==> config.mk <==
export PLATFORM = sky130hd
export DESIGN_NAME = vnu_param
export DESIGN_NICKNAME = d
export VERILOG_FILES = /design/src/rtl/vnu_param.sv
export SDC_FILE = /design/constraint.sdc
export NUM_CORES = 1
export LEC_CHECK = 0
export CAP_MARGIN = 20
export CORE_MARGIN = 1.5
export CORE_UTILIZATION = 53
export CTS_CLUSTER_DIAMETER = 50
export DETAILED_ROUTE_END_ITERATION = 16
export GPL_TIMING_DRIVEN = 0
export PLACE_DENSITY = 0.77
export SLEW_MARGIN = 20
export SYNTH_ARGS = -nofsm -noshare
export SYNTH_HDL_FRONTEND = slang
export SYNTH_SLANG_ARGS = --single-unit
==> constraint.sdc <==
create_clock -name clk -period 8.2 [get_ports clk]
set_clock_uncertainty 0.1 [all_clocks]
set_input_delay 1.64 -clock clk [delete_from_list [all_inputs] [get_ports clk]]
set_output_delay 1.64 -clock clk [all_outputs]
set_load 0.01 [all_outputs]
==> src/rtl/vnu_param.sv <==
// vnu_param: LDPC variable-node update, two-stage valid/ready pipeline.
// Stage A registers TOTAL = L + sum(R), the R copies and the init flag.
// Stage B registers Q[i] = sat(TOTAL - R[i]), the hard decision and out_valid.
//
// Ports:
//   clk, rst (async active-low)
//   r_in   [DV*W] check-to-variable messages, R[i] at [i*W +: W], signed
//   l_in   [W]    channel LLR, signed
//   init          initialisation beat: every Q[i] = sat(L), R ignored
//   in_valid / in_ready    input handshake
//   q_out  [DV*W] variable-to-check messages, packed like r_in, signed
//   p_out         hard decision, 1 = negative total
//   out_valid / out_ready  output handshake
module vnu_param #(
   parameter int W  = 8,
   parameter int DV = 3
) (
   input  logic            clk,
   input  logic            rst,
   input  logic [DV*W-1:0] r_in,
   input  logic [W-1:0]    l_in,
   input  logic            init,
   input  logic            in_valid,
   output logic            in_ready,
   output logic [DV*W-1:0] q_out,
   output logic            p_out,
   output logic            out_valid,
   input  logic            out_ready
);

   localparam int LG = $clog2(DV + 1);
   localparam int SW = W + LG;

   localparam logic signed [SW-1:0] MAXV =
      SW'((1 << (W - 1)) - 1);
   localparam logic signed [SW-1:0] MINV = -MAXV;

   function automatic logic signed [SW-1:0] sext(
      input logic [W-1:0] v
   );
      return {{LG{v[W-1]}}, v};
   endfunction

   // Symmetric clamp: -2^(W-1) is never produced.
   function automatic logic [W-1:0] sat(
      input logic signed [SW-1:0] x
   );
      if (x > MAXV)
         return MAXV[W-1:0];
      else if (x < MINV)
         return MINV[W-1:0];
      else
         return x[W-1:0];
   endfunction

   logic                   en;
   logic                   acc;
   logic signed [SW-1:0]   sum_in;

   logic                   a_vld_q, a_vld_d;
   logic signed [SW-1:0]   a_tot_q, a_tot_d;
   logic [DV*W-1:0]        a_r_q, a_r_d;
   logic                   a_init_q, a_init_d;

   logic [DV*W-1:0]        q_q, q_d;
   logic                   p_q, p_d;
   logic                   ov_q, ov_d;

   always_comb begin
      // Both stages move together; a stalled output freezes everything.
      en  = !ov_q || out_ready;
      acc = in_valid && en;

      sum_in = sext(l_in);
      for (int i = 0; i < DV; i++)
         sum_in = sum_in + sext(r_in[i*W +: W]);

      a_vld_d  = en ? in_valid : a_vld_q;
      a_tot_d  = a_tot_q;
      a_r_d    = a_r_q;
      a_init_d = a_init_q;
      if (acc) begin
         a_tot_d  = init ? sext(l_in) : sum_in;
         a_r_d    = r_in;
         a_init_d = init;
      end

      // Bubbles in stage A become out_valid = 0.
      ov_d = en ? a_vld_q : ov_q;
      q_d  = q_q;
      p_d  = p_q;
      if (en && a_vld_q) begin
         p_d = a_tot_q[SW-1];
         for (int i = 0; i < DV; i++) begin
            if (a_init_q)
               q_d[i*W +: W] = sat(a_tot_q);
            else
               q_d[i*W +: W] =
                  sat(a_tot_q - sext(a_r_q[i*W +: W]));
         end
      end
   end

   always_ff @(posedge clk or negedge rst) begin
      if (!rst) begin
         a_vld_q  <= 1'b0;
         a_tot_q  <= '0;
         a_r_q    <= '0;
         a_init_q <= 1'b0;
         q_q      <= '0;
         p_q      <= 1'b0;
         ov_q     <= 1'b0;
      end else begin
         a_vld_q  <= a_vld_d;
         a_tot_q  <= a_tot_d;
         a_r_q    <= a_r_d;
         a_init_q <= a_init_d;
         q_q      <= q_d;
         p_q      <= p_d;
         ov_q     <= ov_d;
      end
   end

   assign in_ready  = en;
   assign q_out     = q_q;
   assign p_out     = p_q;
   assign out_valid = ov_q;

endmodule

---- Yosys cells after proc, flatten, opt, wreduce, memory -nomap -nowiden ----
Index checks and enable logic that the tools add are counted.
W data, S select, Z words.
word-level totals
  input port bits ......................... 37
  output and inout bits ................... 27
  bits in registers ....................... 62
  word-level logic and storage cells ...... 37
operators by class
  order comparisons ....................... 8
  add/subtract/negate cells ............... 6
  multiplexer cells ....................... 12
  reduce and logical (&&, ||, !) cells .... 4
operators by type and width
  kind                   number
  $mux W8                11
  $gt A10 B8 Y1 const B  4
  $lt A10 B8 Y1 const B  4
  $sub A10 B8 Y10        3
  $add A10 B8 Y10        1
  $add A9 B8 Y10         1
  $mux W10               1
  $add A8 B8 Y9          1
  $logic_and A1 B1 Y1    2
  $logic_not A1 Y1       1
  $logic_or A1 B1 Y1     1

---- Logic depth before layout (Yosys ltp) ----
  depth in word-level cells ............... 5
  mapped depth ............................ 14

---- Least setup slack after synthesis ----
OpenSTA, ideal clock, no wires.
  path kind ............................... input port to flip-flop
  start point ............................. input port r_in[1]
  end point ............................... register a_tot_q[7]
  setup slack ............................. 3.639 ns
  data arrival time ....................... 4.337 ns
  setup time .............................. 0.125 ns
  stages .................................. 14
  buffers on the path ..................... 0
  path through ............................ inv_1 > fa_1 > fa_1 > inv_1 > ha_1 > fa_1 > a21oi_1 > nor2_1 > nor2_1 > o21bai_1 > a21oi_1 > xor2_1 > o21ai_0 > mux2_2
on the way
  longest elaborated chain between the ends .. 4
RTL lines
  element               line  source
  start, declared       20    input logic [DV*W-1:0] r_in,
  $add A8 B8 Y9         76    sum_in = sum_in + sext(r_in[i*W +: W]);
  $add A9 B8 Y10        76
  $add A10 B8 Y10       76
  $mux W10              83    a_tot_d = init ? sext(l_in) : sum_in;
  end signal, assigned  115   a_tot_q <= a_tot_d;
  end, declared         61    logic signed [SW-1:0] a_tot_q, a_tot_d;
Every way passes these cells.
A chain may end at the register's enable or synchronous reset.

---- Final worst setup path ----
Ends and elaborated chain as after synthesis.

==> impl_metrics.py <==
metrics = {
    "clock_network": {
        "cts_tree": "yes",
        "clock_latency_ns": 0.35,
        "htreeDepth": 3,
        "root_buffer": "clkbuf_8",
        "cts_buffers": 9,
        "postCtsHoldBufs": 0,
        "ctsResizeCount": 0,
        "cts.sinks": 62,
        "path_clk_slew_ns": 0.07,
        "post_cts_buffers": 0,
        "clock_path_buffers": 2,
    },
    "power": {
        "p_seq_share_pct": 23.1,
        "power.static_leakage_nw": 2.55,
        "internal-power_mw": 1.22,
        "clockPowerShare_pct": 15.6,
        "comb_power_share_pct": 61.3,
        "p_sw_share_pct": 44.4,
        "power.density_mw_per_mm2": 370,
        "max-vdd-ir-drop_v": 0.000121,
        "power_switching_mw": 0.975,
    },
    "detailed_routing": {
        "avgRoutedWirePerCell_um": 18.0,
        "drt-pass1-iter-count": 5,
        "routed_wl_um": 12700,
        "viasPerCell": 6.16,
        "drcViolationCount": 0,
        "via_count": 4334,
        "drtIter0Drc": 272,
        "ant_nets": 0,
    },
    "yosys": {
        "syn_area_sq_mm": 0.00489,
        "syn-num-nets": 609,
        "synth_cell_types": 64,
        "ys.flop_type": "dfrtp_1",
        "async_flop_share_pct": 100,
        "synth_cells": 516,
        "synth_edf_count": 0,
        "seq_area_frac_synth_pct": 31.7,
        "yosysWarnings": 0,
        "syn_avg_cell_area_sq_um": 9.48,
        "ys_ff_latch": 62,
    },
    "sta": {
        "max_freq_mhz": 201,
        "grt_setup_unrepaired": "no",
        "setup_viol_count_final": 0,
        "timing.final.crit_share_pct": 60.7,
        "min_period_ns": 4.98,
        "slew_viol_final": 0,
        "fin_ws_ns": 3.22,
        "hold_violations": 0,
        "fin_setup_tns_ns": 0,
        "relSlewSlack_pct": 47.4,
        "worst_pin_slew_ns": 0.781,
        "whs_ns": 0.376,
    },
    "setup_path": {
        "r2r_slack_ns": 4.88,
        "critPathLaunchType": "primary input",
        "crit_required_ns": 8.33,
        "rr_worst_depth": 10,
        "path_max_fanout": 2,
        "timing.rr.start": "a_tot_q[1]",
        "worstSetupEndpoint": "a_tot_q[7]",
        "r2r_end": "q_out[12]",
        "crit_type": "primary input to flop",
        "worstSetupEndpointType": "flop",
        "critPathArrivalTime_ns": 5.11,
        "crit_path_start": "r_in[1]",
    },
    "placement": {
        "hpwlAfterDp_um": 10100,
        "globalplace.congestion": 0.936,
        "pre_cts_ws_ns": 2.88,
        "port_buffers": 63,
        "placed_area_sq_mm": 0.00568,
    },
    "global_routing": {
        "grt_overflow": 0,
        "grt_pass1_wl_um": 21500,
        "top_usage_layer": "met2",
        "gr-usage-met2_pct": 47.6,
        "grt_pass1_vias": 4343,
        "grtUsageTotal_pct": 27.8,
        "grt_util_met1_pct": 35.7,
        "use_met3_pct": 4.71,
        "grt_max_degree": 61,
        "grt_antenna_before_repair": 0,
    },
    "final_layout": {
        "final_cell_mix": "62 x dfrtp_1, 62 x clkdlybuf4s50_1, 46 x nor2_1",
        "area_delta_synth_final_pct": 21.4,
        "fin_util_pct": 67.1,
        "final_area_sq_mm": 0.00594,
        "n_antenna_cell": 0,
        "layout-drive-gt1-share_pct": 10.2,
        "fill_cells": 721,
        "nets": 684,
    },
    "min_path": {
        "min_from": "a_vld_q",
        "worstHoldPathType": "flop to flop",
    },
    "floorplan": {
        "dieArea_sq_mm": 0.00982,
        "initial_utilization_pct": 55.3,
        "coreArea_sq_mm": 0.00885,
        "die_y_um": 99.1,
        "fp-row-count": 34,
        "die_w_um": 99.1,
        "ios": 64,
    },
    "status": {
        "status": "complete, no violations",
    },
    "run": {
        "maxCapViolations": 0,
    },
}
-- metal layers --
metal  up-vias  wire length, um
li1       2020                -
met1      2095             5460
met2       181             6140
met3        38              720
met4         0              354
met5         -                0
-- synthesized netlist by cell type, types with 8 or more instances --
library cell / count / area, sq um
ha_1: 36 / 450
xor2_1: 13 / 114
inv_1: 38 / 143
a21oi_1: 30 / 150
nand2_1: 31 / 116
o32a_1: 8 / 80.1
nor3_1: 12 / 60.1
xnor2_1: 9 / 78.8
o21ai_0: 39 / 195
fa_1: 20 / 400
clkbuf_1: 14 / 52.6
o21a_1: 11 / 82.6
dfrtp_1: 62 / 1550
nor2_1: 46 / 173
a21o_1: 8 / 60.1
mux2_2: 24 / 270
-- power by group through the flow --
| stage | logic (mW) | clock network, mW | registers, mW |
|---|---|---|---|
| detailed placement | 1.32 | 0 | 0.511 |
| floorplan | 0.910 | 0 | 0.504 |
| global placement | 1.26 | 0 | 0.504 |
| global route | 1.48 | 0.361 | 0.520 |
| finish | 1.35 | 0.342 | 0.509 |
| CTS | 1.33 | 0.343 | 0.506 |
-- per-stage QoR --
stage                     cells  power [mW]
after global routing        704        2.36
after CTS                   704        2.18
final                       704        2.20
after floorplan             516        1.41
after global placement      687        1.76
after detailed placement    688        1.83
-- worst max-delay path, cell delays in order --
cell and delay (ns):
clkdlybuf4s50_1 0.45, inv_1 0.06, fa_1 0.50, fa_1 0.51, inv_1 0.04, ha_1 0.21
fa_1 0.42, a21oi_1 0.19, nor2_1 0.06, nor2_1 0.16, o21bai_1 0.12, a21oi_1 0.23
xor2_1 0.16, o21ai_0 0.09, mux2_2 0.27
-- flip-flops by register name, indices dropped and copies added, names as in the netlist --
register	flops
a_vld_q	1
out_valid	1
a_init_q	1
a_tot_q	10
q_out	24
a_r_q	24
p_out	1
-- kinds of logic after synthesis --
kind of cell	share of synthesized area, %
flip-flops	31.7
AO/OA/AOI/OAI	22.2
multiplexers	6.14
XOR/XNOR	4.27
adder cells (fa/ha/maj)	17.4
AND/OR/NAND/NOR	14.1
buffers and inverters	4.19
-- worst min path at each step --
stage	to	slack, ns	cells past startpoint
floorplan	out_valid	0.33	2
global placement	out_valid	0.34	2
detailed placement	out_valid	0.36	2
CTS	out_valid	0.38	2
global route	out_valid	0.41	2
finish	out_valid	0.38	2
-- layout make-up --
cell class	instances	area (sq um)	area share (%)
timing repair buffer	64	656	11.0
clock inverter	5	105	1.77
buffer	16	62.6	1.05
tap	108	135	2.27
clock buffer	11	151	2.55
multi-input combinational	400	3140	52.8
sequential	62	1550	26.1
inverter	38	143	2.40
No activity file was read; power rests on OpenSTA's default activity.
